$ cat config.mk
export PLATFORM = sky130hd
export DESIGN_NAME = biriscv_csr_hpm_flat
export DESIGN_NICKNAME = d
export VERILOG_FILES = /design/src/rtl/biriscv_csr_hpm_if.sv /design/src/rtl/biriscv_csr_hpm.sv /design/src/flat_wrapper.sv
export SDC_FILE = /design/constraint.sdc
export NUM_CORES = 1
export LEC_CHECK = 0
export CAP_MARGIN = 20
export CORE_AREA = 4 4 310 236
export DETAILED_ROUTE_END_ITERATION = 7
export DIE_AREA = 0 0 314 240
export GPL_ROUTABILITY_DRIVEN = 0
export PLACE_DENSITY = 0.57
export SETUP_SLACK_MARGIN = 0.02
export SLEW_MARGIN = 0
export SYNTH_ARGS = -nofsm -noshare
export SYNTH_HDL_FRONTEND = slang
export SYNTH_SLANG_ARGS = --single-unit
$ cat constraint.sdc
create_clock -name clk_i -period 11.03 [get_ports clk_i]
set_clock_uncertainty 0.2 [all_clocks]
set_input_delay 2.206 -clock clk_i [delete_from_list [all_inputs] [get_ports clk_i]]
set_output_delay 2.206 -clock clk_i [all_outputs]
set_load 0.02 [all_outputs]
$ cat src/rtl/biriscv_csr_hpm_if.sv
// CSR access bundle for the counter bank: a read port used at issue and a write port used at writeback.
interface biriscv_csr_hpm_if;
  logic        csr_ren;
  logic [11:0] csr_raddr;
  logic [31:0] csr_rdata;
  logic        csr_hit;
  logic        csr_fault;
  logic        csr_write;
  logic [11:0] csr_waddr;
  logic [31:0] csr_wdata;

  modport master (output csr_ren, csr_raddr, csr_write, csr_waddr, csr_wdata,
                  input  csr_rdata, csr_hit, csr_fault);
  modport slave  (input  csr_ren, csr_raddr, csr_write, csr_waddr, csr_wdata,
                  output csr_rdata, csr_hit, csr_fault);
endinterface

$ cat src/rtl/biriscv_csr_hpm.sv
// Machine counter / HPM CSR bank: mcycle, minstret, event counters, selectors, inhibit,
// counteren and an overflow status/enable pair that raises a registered interrupt.

// One wrapping counter. A write to either half blocks that cycle's increment.
module biriscv_csr_hpm_ctr #(
  parameter int W = 40
) (
  input  logic         clk_i,
  input  logic         rst_i,
  input  logic [1:0]   inc_i,
  input  logic         wr_lo_i,
  input  logic         wr_hi_i,
  input  logic [31:0]  wdata_i,
  output logic [W-1:0] value_o,
  output logic         ovf_o
);
  logic [W:0] sum;

  assign sum   = {1'b0, value_o} + (W+1)'(inc_i);
  assign ovf_o = sum[W] & ~(wr_lo_i | wr_hi_i);

  always_ff @(posedge clk_i or posedge rst_i) begin
    if (rst_i) value_o <= '0;
    else if (wr_lo_i || wr_hi_i) begin
      if (wr_lo_i) value_o[31:0]   <= wdata_i;
      if (wr_hi_i) value_o[W-1:32] <= wdata_i[W-33:0];
    end else value_o <= sum[W-1:0];
  end
endmodule

module biriscv_csr_hpm #(
  parameter int NUM_COUNTERS = 4,
  parameter int COUNTER_W    = 40,
  parameter int NUM_EVENTS   = 8
) (
  input  logic                  clk_i,
  input  logic                  rst_i,
  input  logic [NUM_EVENTS-1:0] event_i,
  input  logic [1:0]            instret_i,
  input  logic [1:0]            priv_i,
  biriscv_csr_hpm_if.slave      csr,
  output logic                  ovf_irq_o
);
  // Lane 0 = mcycle, lane 1 = minstret, lane 2+i = mhpmcounter(3+i)
  localparam int         NT     = NUM_COUNTERS + 2;
  localparam logic [1:0] PRIV_M = 2'd3;

  // CSR bit index (and address offset) owned by a lane
  function automatic int lane_bit(int l);
    return (l == 0) ? 0 : l + 1;
  endfunction

  function automatic logic [31:0] impl_mask();
    logic [31:0] m = '0;
    for (int l = 0; l < NT; l++) m[5'(lane_bit(l))] = 1'b1;
    return m;
  endfunction

  localparam logic [31:0] IMPL = impl_mask();

  logic [31:0]                   inhibit_q, counteren_q, ovf_q, ovf_en_q;
  logic [NUM_COUNTERS-1:0][4:0]  evt_q;
  logic [NT-1:0][COUNTER_W-1:0]  cnt;
  logic [NT-1:0][1:0]            inc;
  logic [NT-1:0]                 wr_lo, wr_hi, lane_ovf;
  logic [31:0]                   ev_ext, new_ovf;
  logic [31:0]                   rd_data;
  logic                          rd_hit, rd_shadow, rd_cen, rd_fault;

  assign ev_ext = 32'(event_i);

  always_comb begin
    inc    = '0;
    inc[0] = inhibit_q[0] ? 2'd0 : 2'd1;
    inc[1] = inhibit_q[2] ? 2'd0 : instret_i;
    for (int i = 0; i < NUM_COUNTERS; i++)
      if (!inhibit_q[5'(3 + i)] && evt_q[i] != 5'd0 && 32'(evt_q[i]) <= NUM_EVENTS &&
          ev_ext[evt_q[i] - 5'd1])
        inc[2 + i] = 2'd1;
  end

  for (genvar l = 0; l < NT; l++) begin : g_lane
    localparam int B = (l == 0) ? 0 : l + 1;
    assign wr_lo[l] = csr.csr_write && (csr.csr_waddr == 12'(12'hB00 + B));
    assign wr_hi[l] = csr.csr_write && (csr.csr_waddr == 12'(12'hB80 + B));

    biriscv_csr_hpm_ctr #(.W(COUNTER_W)) u_ctr (
      .clk_i   (clk_i),
      .rst_i   (rst_i),
      .inc_i   (inc[l]),
      .wr_lo_i (wr_lo[l]),
      .wr_hi_i (wr_hi[l]),
      .wdata_i (csr.csr_wdata),
      .value_o (cnt[l]),
      .ovf_o   (lane_ovf[l])
    );
  end

  always_comb begin
    new_ovf = '0;
    for (int l = 0; l < NT; l++) new_ovf[5'(lane_bit(l))] = lane_ovf[l];
  end

  // Fresh overflow ORs on top of a SW write so a same-cycle wrap is never lost
  always_ff @(posedge clk_i or posedge rst_i) begin
    if (rst_i) begin
      inhibit_q   <= '0;
      counteren_q <= '0;
      ovf_q       <= '0;
      ovf_en_q    <= '0;
      evt_q       <= '0;
      ovf_irq_o   <= 1'b0;
    end else begin
      if (csr.csr_write) begin
        case (csr.csr_waddr)
          12'h320: inhibit_q   <= csr.csr_wdata & IMPL;
          12'h306: counteren_q <= csr.csr_wdata & IMPL;
          12'h7C1: ovf_en_q    <= csr.csr_wdata & IMPL;
          default: ;
        endcase
        for (int i = 0; i < NUM_COUNTERS; i++)
          if (csr.csr_waddr == 12'(12'h323 + i)) evt_q[i] <= csr.csr_wdata[4:0];
      end
      ovf_q <= ((csr.csr_write && csr.csr_waddr == 12'h7C0) ? (csr.csr_wdata & IMPL) : ovf_q)
               | new_ovf;
      ovf_irq_o <= |(ovf_q & ovf_en_q);
    end
  end

  always_comb begin
    rd_hit    = 1'b0;
    rd_data   = '0;
    rd_shadow = 1'b0;
    rd_cen    = 1'b0;
    for (int l = 0; l < NT; l++) begin
      if (csr.csr_raddr == 12'(12'hB00 + lane_bit(l)) ||
          csr.csr_raddr == 12'(12'hC00 + lane_bit(l))) begin
        rd_hit  = 1'b1;
        rd_data = cnt[l][31:0];
      end
      if (csr.csr_raddr == 12'(12'hB80 + lane_bit(l)) ||
          csr.csr_raddr == 12'(12'hC80 + lane_bit(l))) begin
        rd_hit  = 1'b1;
        rd_data = 32'(cnt[l][COUNTER_W-1:32]);
      end
      if (csr.csr_raddr[11:8] == 4'hC && csr.csr_raddr[6:0] == 7'(lane_bit(l))) begin
        rd_shadow = 1'b1;
        rd_cen    = counteren_q[5'(lane_bit(l))];
      end
    end
    for (int i = 0; i < NUM_COUNTERS; i++)
      if (csr.csr_raddr == 12'(12'h323 + i)) begin
        rd_hit  = 1'b1;
        rd_data = 32'(evt_q[i]);
      end
    case (csr.csr_raddr)
      12'h320: begin rd_hit = 1'b1; rd_data = inhibit_q;   end
      12'h306: begin rd_hit = 1'b1; rd_data = counteren_q; end
      12'h7C0: begin rd_hit = 1'b1; rd_data = ovf_q;       end
      12'h7C1: begin rd_hit = 1'b1; rd_data = ovf_en_q;    end
      default: ;
    endcase
    // Below M: machine CSRs always fault, user shadows only when not enabled
    rd_fault = rd_hit && (priv_i < PRIV_M) && (!rd_shadow || !rd_cen);
  end

  always_ff @(posedge clk_i or posedge rst_i) begin
    if (rst_i) begin
      csr.csr_rdata <= '0;
      csr.csr_hit   <= 1'b0;
      csr.csr_fault <= 1'b0;
    end else if (csr.csr_ren) begin
      csr.csr_rdata <= rd_fault ? 32'd0 : rd_data;
      csr.csr_hit   <= rd_hit;
      csr.csr_fault <= rd_fault;
    end else begin
      csr.csr_rdata <= '0;
      csr.csr_hit   <= 1'b0;
      csr.csr_fault <= 1'b0;
    end
  end
endmodule

$ cat src/flat_wrapper.sv
// flat-port wrapper written by rule: the top's interface ports become plain ports
module biriscv_csr_hpm_flat 
#(
  parameter int NUM_COUNTERS = 4,
  parameter int COUNTER_W    = 40,
  parameter int NUM_EVENTS   = 8
)
  (clk_i, rst_i, event_i, instret_i, priv_i, ovf_irq_o, csr_csr_ren, csr_csr_raddr, csr_csr_write, csr_csr_waddr, csr_csr_wdata, csr_csr_rdata, csr_csr_hit, csr_csr_fault);
  biriscv_csr_hpm_if csr_i ();
  input  logic clk_i;
  input  logic rst_i;
  input  logic [NUM_EVENTS-1:0] event_i;
  input  logic [1:0] instret_i;
  input  logic [1:0] priv_i;
  output logic ovf_irq_o;
  input wire logic [$bits(csr_i.csr_ren)-1:0] csr_csr_ren;
  input wire logic [$bits(csr_i.csr_raddr)-1:0] csr_csr_raddr;
  input wire logic [$bits(csr_i.csr_write)-1:0] csr_csr_write;
  input wire logic [$bits(csr_i.csr_waddr)-1:0] csr_csr_waddr;
  input wire logic [$bits(csr_i.csr_wdata)-1:0] csr_csr_wdata;
  output wire logic [$bits(csr_i.csr_rdata)-1:0] csr_csr_rdata;
  output wire logic [$bits(csr_i.csr_hit)-1:0] csr_csr_hit;
  output wire logic [$bits(csr_i.csr_fault)-1:0] csr_csr_fault;
  assign csr_i.csr_ren = csr_csr_ren;
  assign csr_i.csr_raddr = csr_csr_raddr;
  assign csr_i.csr_write = csr_csr_write;
  assign csr_i.csr_waddr = csr_csr_waddr;
  assign csr_i.csr_wdata = csr_csr_wdata;
  assign csr_csr_rdata = csr_i.csr_rdata;
  assign csr_csr_hit = csr_i.csr_hit;
  assign csr_csr_fault = csr_i.csr_fault;
  biriscv_csr_hpm #(.NUM_COUNTERS(NUM_COUNTERS), .COUNTER_W(COUNTER_W), .NUM_EVENTS(NUM_EVENTS)) u_core (.clk_i(clk_i), .rst_i(rst_i), .event_i(event_i), .instret_i(instret_i), .priv_i(priv_i), .csr(csr_i), .ovf_irq_o(ovf_irq_o));
endmodule
Yosys cells after proc, flatten, opt, wreduce, memory -nomap -nowiden
Index checks and enable logic that the tools add are counted.
{"block": "word_totals", "reg_bits": 345, "word_cells": 288, "out_inout_bits": 35, "input_bits": 72}
{"block": "op_classes", "reduce_logical": 72, "n_bitwise": 20, "magnitude_cmp": 9, "muxes": 83, "eq_ne": 70, "add_sub_neg": 10}
{"operator": "2-to-1 mux 32 bit", "count": 25}
{"operator": "== test 12 bit (second input constant)", "count": 36}
{"operator": "2-to-1 mux 40 bit", "count": 6}
{"operator": "adder 40 x 1 -> 41 bit", "count": 4}
{"operator": "== test 12 x 10 -> 1 bit (second input constant)", "count": 12}
{"operator": "case mux 32 bit (4 select lines)", "count": 1}
{"operator": "adder 40 x 2 -> 41 bit", "count": 2}
{"operator": "== test 12 x 11 -> 1 bit (second input constant)", "count": 4}
{"operator": "2-to-1 mux 8 bit", "count": 6}
{"operator": "2-to-1 mux 1 bit", "count": 40}
{"operator": "logical AND 1 bit", "count": 33}
{"operator": "bitwise AND 32 x 7 -> 32 bit", "count": 1}
{"operator": "bitwise OR 32 x 7 -> 32 bit", "count": 1}
{"operator": "OR reduction 32 bit", "count": 1}
{"operator": "< comparator 5 x 6 -> 1 bit (second input constant)", "count": 4}
{"operator": "inequality test 2 bit (second input constant)", "count": 12}
{"operator": "== test 7 x 3 -> 1 bit (second input constant)", "count": 3}
{"operator": "binary-select mux 1 bit (select 5 bit)", "count": 4}
{"operator": "less-or-equal comparator 5 x 4 -> 1 bit (second input constant)", "count": 4}
{"operator": "nonzero test 5 bit", "count": 4}
{"operator": "subtractor 5 x 1 -> 5 bit (second input constant)", "count": 4}
{"operator": "logical OR 1 bit", "count": 19}
{"operator": "== test 7 x 2 -> 1 bit (second input constant)", "count": 2}
{"operator": "AND reduction 2 bit", "count": 7}
{"operator": "9 further kinds", "count": 29}

Logic depth before layout (Yosys ltp)
Gate-level depths: netlist of the first run.
{"block": "logic_depth", "word_depth": 23, "depth_mapped": 16, "ltp_nobuf": 15}

Hierarchy
From an unflattened synthesis of the first run, not the netlist that was laid out.
{"block": "hier_totals", "hier_cells": 2262, "hier_area_um2": 20364.5}
{"mod": "biriscv_csr_hpm_ctr (u_core.g_lane[0].u_ctr ...)", "cells_each": 267, "instances": 5, "seq_area_each_um2": 1001.0, "area_per_inst_um2": 2383.5}
{"mod": "biriscv_csr_hpm", "cells_each": 661, "instances": 1, "seq_area_each_um2": 1976.9, "area_per_inst_um2": 6072.1}
{"mod": "biriscv_csr_hpm_ctr (u_core.g_lane[5].u_ctr)", "cells_each": 266, "instances": 1, "seq_area_each_um2": 1001.0, "area_per_inst_um2": 2374.8}

Worst setup path before layout of the first run
Ideal clock, no wire load.
{"block": "synth_timing", "path_type": "input port to flip-flop", "start": "input event_i[2]", "end": "register u_core.g_lane[3].u_ctr.value_o[30]", "arrival_ps": 4801, "required_ps": 10761, "path_slack_ps": 5960, "setup_time_ps": 69, "path_stages": 12, "path_buffers": 1, "cell_sequence": "mux4_2 -> mux2i_1 -> nor4_1 -> ha_1 -> ha_1 -> nand3_1 -> nor3_1 -> nand3_1 -> or3_1 -> clkbuf_1 -> or3_1 -> nand3_1"}
{"block": "synth_via", "elab_chain_len": 6}
{"item": "from (decl)", "line_no": "flat_wrapper.sv:12", "rtl": "input logic [NUM_EVENTS-1:0] event_i;"}
{"item": "binary-select mux 1 bit (select 5 bit)", "line_no": "biriscv_csr_hpm.sv:78", "rtl": "ev_ext[evt_q[i] - 5'd1])"}
{"item": "2-to-1 mux 1 bit (implied by the code)", "line_no": "biriscv_csr_hpm.sv:78"}
{"item": "logical AND 1 bit", "line_no": "biriscv_csr_hpm.sv:77", "rtl": "if (!inhibit_q[5'(3 + i)] && evt_q[i] != 5'd0 && 32'(evt_q[i]) <= NUM_EVENTS &&"}
{"item": "2-to-1 mux 1 bit", "line_no": "biriscv_csr_hpm.sv:77"}
{"item": "adder 40 x 1 -> 41 bit", "line_no": "biriscv_csr_hpm.sv:19", "rtl": "assign sum = {1'b0, value_o} + (W+1)'(inc_i);"}
{"item": "2-to-1 mux 40 bit", "line_no": "biriscv_csr_hpm.sv:24", "rtl": "else if (wr_lo_i || wr_hi_i) begin"}
{"item": "to (signal assigned)", "line_no": "biriscv_csr_hpm.sv:25", "rtl": "if (wr_lo_i) value_o[31:0] <= wdata_i;"}
{"item": "to (signal, indexed assignment)", "line_no": "biriscv_csr_hpm.sv:26", "rtl": "if (wr_hi_i) value_o[W-1:32] <= wdata_i[W-33:0];"}
{"item": "to (signal assigned)", "line_no": "biriscv_csr_hpm.sv:27", "rtl": "end else value_o <= sum[W-1:0];"}
{"item": "to (decl)", "line_no": "biriscv_csr_hpm.sv:14", "rtl": "output logic [W-1:0] value_o,"}
No other way between the ends. The select of a mux whose other input is x is not followed.
A chain may end at the register's enable or synchronous reset.

Final worst setup path of the first run
Same ends and word-level chain as after synthesis.

==> run metrics, run 1 <==
outcome=finished with violations; violated checks=design-rule violations; hold_sp=u_core.g_lane[1].u_ctr.value_o[17]; most frequent cells in the layout=dfrtp_1, a21oi_1, nand2_1; unrepaired setup endpoints after global routing=no; Yosys cell types=approximately 90; synth warn=0; Total Wirelength=a little under 90,000 um; Area growth syn-to-layout=15.9%; mux cell area share after synthesis=0.0425; worst r2r src=u_core.evt_q[5]; 1st-pass router iterations=8; Starting DRT DRC Count=3,467; Synth Area in Compound Gates=0.287; Mapped Nets=~2,600; Global Route Usage Sum=0.226; CTS tree=yes; Sinks on Clock Net=~320; Antenna Nets Post-Route=0; sequential share of the synthesized area=0.381; setup TNS=0 ns; CP startpoint=event_i[2]; endpoints failing setup=0; largest net degree at the start of global routing=157; DRC Markers=3; dominant synthesized flop cell=dfrtp_1; # nets final=approximately 2,600; Area contributors post-synth=dfrtp_1, a21oi_1, nand2_1; I/O Buffers=approximately 110; minimum clock period=a little over 6 ns; vias in the first global route=a little over 20,000; final cycle utilization of the critical path=0.557; arrival time at the worst endpoint=~6.4 ns; LEAKAGE=about 9.4 nW; post-DP HPWL=63,400 um; # rows=84; final core utilization=0.348; initial antenna violation count=2; #FFs+latches synth=around 320; final hold violations=0; number of CTS-inserted buffers=38; crit path capture type=register; via count=roughly 22,000; Slew Limit Headroom=0.124; Synth Area in Adders=0.0129; # IOs=~110; Mapped Area=20,900 sq um; CP Class=in2reg; Root Driver=clkbuf_16; Clock Pin Slew Worst Setup and Hold Paths=0.06 ns; # Post-CTS Setup Buffers=0; Worst Path Required=11.30 ns; first-pass GRT wire length=~130,000 um; DR WL/cell=25.3 um; xor and xnor area share after synthesis=0.00209; startpoint types=input pin; Slew @ Worst Pin=about 1.3 ns; CTS max path bufs=3; vias per cell=about 6.4; die width=~310 um; Die Height=between 200 and 250 um; fraction of layout cells with a size suffix above 1=0.0782; fin. max-slew vios=0; Place WS=4.43 ns; fin worst setup slack=approximately 4.9 ns; power per cell area=122 nW/um^2; die area=around 75,000 sq um; largest family of logic cells by synthesized area=compound AO/OA/AOI/OAI gates; async set-or-reset flop fraction in the synthesized netlist=1.00; Post-Syn Instances=about 2,500; CP Max Fanout=8; Initial Util=0.300; post-synth top area share=0.381; Core ar.=approximately 70,000 sq um; Max-cap violations=0; # resized after CTS=0; area leader, netlist=dfrtp_1; Max Clk Rate=around 0.16 GHz; total global routing overflow=0; hold crit path type=reg2reg; Hold Slack=about 0.33 ns; Synth Area in Simple Gates=0.229; CTS Hold Bufs=0; Power, Total=just under 3 mW; Mean Syn Cell Area=roughly 8.3 sq um; number of synthesized flops with an enable pin=0; Peak supply drop=0.0982 mV; Worst-Skew Late Latency=roughly 0.55 ns; most common cell after layout, fill and taps aside=dfrtp_1; htree depth=2
[cell families (layout without fill, tap and decap cells)]
family          after synthesis  after routing
compound gates              896            896
xor+xnor                      5              5
fa+ha+maj                    21             21
buf+inv                     246            279
flops                       319            319
mux                          71             71
other cells                   0              1
simple gates                955            955
[routing by layer]
metal	vias to the layer above	wire length [um]	GRT usage
li1	9722	-	-
met1	11000	38900	0.349
met2	1522	35100	0.308
met3	162	12500	0.0614
met4	6	1790	0.0502
met5	-	41	0
[metrics by stage]
stage	area, sq um	instances
2_1_floorplan	20900	2513
3_3_place_gp	22800	3419
3_5_place_dp	22900	3421
4_1_cts	24200	3489
5_1_grt	24200	3492
6_report	24300	3493
[layout make-up]
class / count / area, sq um
inverters: 58 / 221
clock inverters: 16 / 215
clock buffers: 52 / 1100
multi-input cells: 1948 / 12100
flip-flops and latches: 319 / 7980
fillers: 7112 / 45500
repair buffers: 153 / 1470
well taps: 946 / 1180
diodes: 1 / 2.50
[report_power, final]
group          total, mW  internal [mW]  leakage [nW]  switching [mW]
sequential          1.28           1.21          4.21          0.0690
clock               1.36          0.819         0.655           0.545
combinational      0.310          0.111          4.54           0.200
total               2.96           2.14          9.41           0.813
[state kept, by name, summed over array words and instances, names as in the netlist]
name and count:
u_core.counteren_q 6, u_core.csr.csr_fault 1, u_core.csr.csr_hit 1, u_core.csr.csr_rdata 32, u_core.evt_q 20, u_core.g_lane.u_ctr.value_o 240, u_core.inhibit_q 6, u_core.ovf_en_q 6
u_core.ovf_irq_o 1, u_core.ovf_q 6
[cells in the mapped netlist, types with 9 or more instances]
cell type    n
nor4_1      38
nor3_1      58
ha_1        20
o41ai_1     18
or3_1       13
a21o_1      10
mux2_2      41
or4_1       13
a221oi_1     9
dfrtp_1    319
and3_1      41
and2_1      20
o21a_1      11
o211ai_1    24
nand3_1    113
o22a_1      23
o311ai_1    14
o21ai_1     67
nor2_1     242
clkbuf_1   162
o21ai_0     73
a222oi_1    35
buf_2       17
a211oi_1    33
mux2i_1     19
nand2b_1    16
o32ai_1     10
a31oi_1     43
o31ai_1     10
a22o_1      27
nand2_1    248
a22oi_1     33
a21oi_1    262
a2bb2oi_1    9
and4_1      28
nand4_1     58
a221o_1     12
inv_1       58
nor2b_1     13
a311oi_1    14
o22ai_1     78
mux4_2      10
[final timing paths]
kind	to	slack, ns	cells past startpoint
min in group asynchronous	u_core.g_lane[1].u_ctr.value_o[3]	1.89	2
hold / removal	u_core.g_lane[1].u_ctr.value_o[17]	0.33	1
setup reg to reg	u_core.g_lane[3].u_ctr.value_o[30]	6.13	13
hold reg to reg	u_core.g_lane[1].u_ctr.value_o[17]	0.33	1
setup / recovery	u_core.g_lane[3].u_ctr.value_o[30]	4.89	12
max in group asynchronous	u_core.g_lane[2].u_ctr.value_o[12]	6.53	4
[critical path: stages]
cell	delay, ns
clkdlybuf4s50_1	0.52
mux4_2	0.26
mux2i_1	0.12
nor4_1	0.51
ha_1	0.30
ha_1	0.21
nand3_1	0.15
nor3_1	0.77
nand3_1	0.35
or3_1	0.57
or3_1	0.35
nand3_1	0.08
Note: power is estimated with default switching activity, not from simulation.
==> run 2, diff against run 1 <==
==> constraint.sdc (replaced) <==
create_clock -name clk_i -period 5.6 [get_ports clk_i]
set_clock_uncertainty 0.2 [all_clocks]
set_input_delay 1.12 -clock clk_i [delete_from_list [all_inputs] [get_ports clk_i]]
set_output_delay 1.12 -clock clk_i [all_outputs]
set_load 0.02 [all_outputs]
==> run 2 against run 1 <==
Against the previous run: the run now ends clean; cell count increased by 1.2%; first-iteration DRC count grew 6.5%; sequential share of layout area is 0.32 points lower; via count rose by 1.1%; clock power is 87% higher; global-route usage grew 0.18 points; routed wire length is 0.60% higher; critical endpoint is now u_core.g_lane[4].u_ctr.value_o[29].
==> run metrics, run 2 (synthesis results as in run 1) <==
1st-pass router iterations=7 (was 8); number of CTS-inserted buffers=37 (was 38); Area growth syn-to-layout=17.0% (was 15.9%); post-DP HPWL=65,300 um (was 63,400 um); Reg with most FFs=u_core.g_lane.u_ctr.value_o (unchanged); fraction of layout cells with a size suffix above 1=0.0923 (was 0.0782); Clock Pin Slew Worst Setup and Hold Paths=0.06 ns (about the same); vias in the first global route=20,600 (was 20,200); startpoint types=input pin (unchanged); Max Clk Rate=~0.22 GHz; Hold Crit Depth=1 (unchanged); unrepaired setup endpoints after global routing=no (unchanged); FF-to-FF path depth=13 (unchanged); htree depth=2 (unchanged); setup TNS=0 ns (unchanged); die area=75,400 sq um (unchanged); die width=314 um (unchanged); via count=22,700 (was 22,500); minimum clock period=roughly 4.5 ns; Starting DRT DRC Count=3,694 (was 3,467); RR Endpoint=u_core.g_lane[4].u_ctr.value_o[29] (was u_core.g_lane[3].u_ctr.value_o[30]); crit path capture type=register (unchanged); Die Height=240 um (unchanged); hold_sp=u_core.g_lane[1].u_ctr.value_o[17] (unchanged); Reg power frac=0.444 (was 0.434); Storage cell area=7980 sq um (unchanged); internal reg-to-reg setup slack=1.16 ns (was 6.13 ns); max reg flops=240 (unchanged); # nets final=2,652 (was 2,611); Diodes inserted=0 (was 1); CP Class=in2reg (unchanged); hold crit path type=reg2reg (unchanged); Power, Total=5.69 mW (was 2.96 mW); Switching Share=0.280 (was 0.275); CTS Hold Bufs=0 (unchanged); # Post-CTS Setup Buffers=0 (unchanged); largest net degree at the start of global routing=137 (was 157); CTS max path bufs=3 (unchanged); DRC Markers=0 (was 3); Total Wirelength=88,900 um (was 88,300 um); Pint=4.10 mW (was 2.14 mW); LEAKAGE=9.58 nW (was 9.41 nW); Clock Power Share=0.447 (was 0.461); leading registers by flop count=u_core.g_lane.u_ctr.value_o: 240 flops, u_core.csr.csr_rdata: 32 flops, u_core.evt_q: 20 flops (unchanged); CP Max Fanout=6 (was 8); dpl cells=3,463 (was 3,421); # rows=84 (unchanged); fin. max-slew vios=0 (unchanged); Slew Limit Headroom=0.240 (was 0.124); initial antenna violation count=1 (was 2); endpoints failing setup=0 (unchanged); area of the multi-input gates=12,100 sq um (about the same); CTS tree=yes (unchanged); Worst-Skew Late Latency=0.55 ns (about the same); Finished Layout Cells=3,534 (was 3,493); Global Route Usage Sum=0.228 (was 0.226); most common cell after layout, fill and taps aside=dfrtp_1 (unchanged); most frequent cells in the layout=dfrtp_1, a21oi_1, nand2_1 (unchanged); Hold Path Sink=u_core.g_lane[1].u_ctr.value_o[17] (unchanged); Initial Util=0.300 (unchanged); Max-cap violations=0 (unchanged); # IOs=107 (unchanged); Peak supply drop=0.147 mV (was 0.0982 mV); final hold violations=0 (unchanged); worst r2r src=u_core.evt_q[10] (was u_core.evt_q[5]); Worst Path Required=5.83 ns (was 11.30 ns); total global routing overflow=0 (unchanged); final core utilization=0.351 (was 0.348); Comb pwr share=0.109 (was 0.105); DR WL/cell=25.2 um (was 25.3 um); first-pass GRT wire length=133,000 um (was 132,000 um); I/O Buffers=106 (unchanged); CP startpoint=event_i[2] (unchanged); power per cell area=232 nW/um^2 (was 122 nW/um^2); final cycle utilization of the critical path=0.811; Hold Slack=0.343 ns (was 0.331 ns); reported net switching power=1.59 mW (was 0.813 mW); vias per cell=6.43 (about the same); Root Driver=clkbuf_16 (unchanged); Core ar.=69,800 sq um (unchanged); Fillers=7,182 (was 7,112); Antenna Nets Post-Route=0 (unchanged); Slew @ Worst Pin=1.14 ns (was 1.30 ns); # resized after CTS=0 (unchanged); Sinks on Clock Net=319 (unchanged); arrival time at the worst endpoint=4.78 ns (was 6.41 ns); outcome=finished clean (was finished with violations)
## run 2: cell count changes in the layout (fill, tap and decap cells not counted), moves of 2 or more
cell and change:
buf_12 +3, buf_16 -2, buf_4 +42, bufinv_16 -4, clkbuf_1 +3, clkbuf_8 +4
clkinv_2 -2
## run 2: worst max path at each step
stage | endpoint
global route | u_core.g_lane[4].u_ctr.value_o[25]
floorplan | u_core.counteren_q[0]
detailed placement | u_core.g_lane[4].u_ctr.value_o[29]
global placement | u_core.g_lane[4].u_ctr.value_o[29]
CTS | u_core.g_lane[4].u_ctr.value_o[29]
finish | u_core.g_lane[4].u_ctr.value_o[29]
## run 2: stage by stage
step	setup slack (ns)	area [sq um]
2_1_floorplan	0.0272	20900
3_5_place_dp	0.541	23200
6_report	1.06	24500
5_1_grt	0.871	24500
4_1_cts	1.10	24500
3_3_place_gp	0.583	23200
## run 2: power groups by stage
stage	Clock (mW)	Combinational, mW	Sequential, mW
global route	2.67	0.675	2.53
floorplan	0	0.366	2.51
finish	2.54	0.618	2.53
detailed placement	0	0.602	2.56
CTS	2.58	0.605	2.52
global placement	0	0.588	2.56
## run 2: final cells by class
class                   count  share of cell area
flip-flops and latches    319               0.326
clock buffers              59              0.0478
repair buffers            195              0.0726
multi-input cells        1948               0.493
inverters                  58             0.00904
well taps                 946              0.0483
clock inverters             9             0.00312
## run 2: critical path, stage by stage
cell and delay, ns:
clkdlybuf4s50_1 0.52, mux4_2 0.25, mux2i_1 0.07, nor4_1 0.64, ha_1 0.31, nand3_1 0.20, or3_1 0.49, nor4_1 0.25
buf_4 0.17, nor2b_1 0.36, a31oi_1 0.14, a211o_1 0.25
## run 2: routing by layer
| layer | share of wire | track usage |
|---|---|---|
| met1 | 0.44 | 0.349 |
| met2 | 0.40 | 0.316 |
| met3 | 0.14 | 0.0572 |
| met4 | 0.021 | 0.0535 |
| met5 | 0 | 0 |
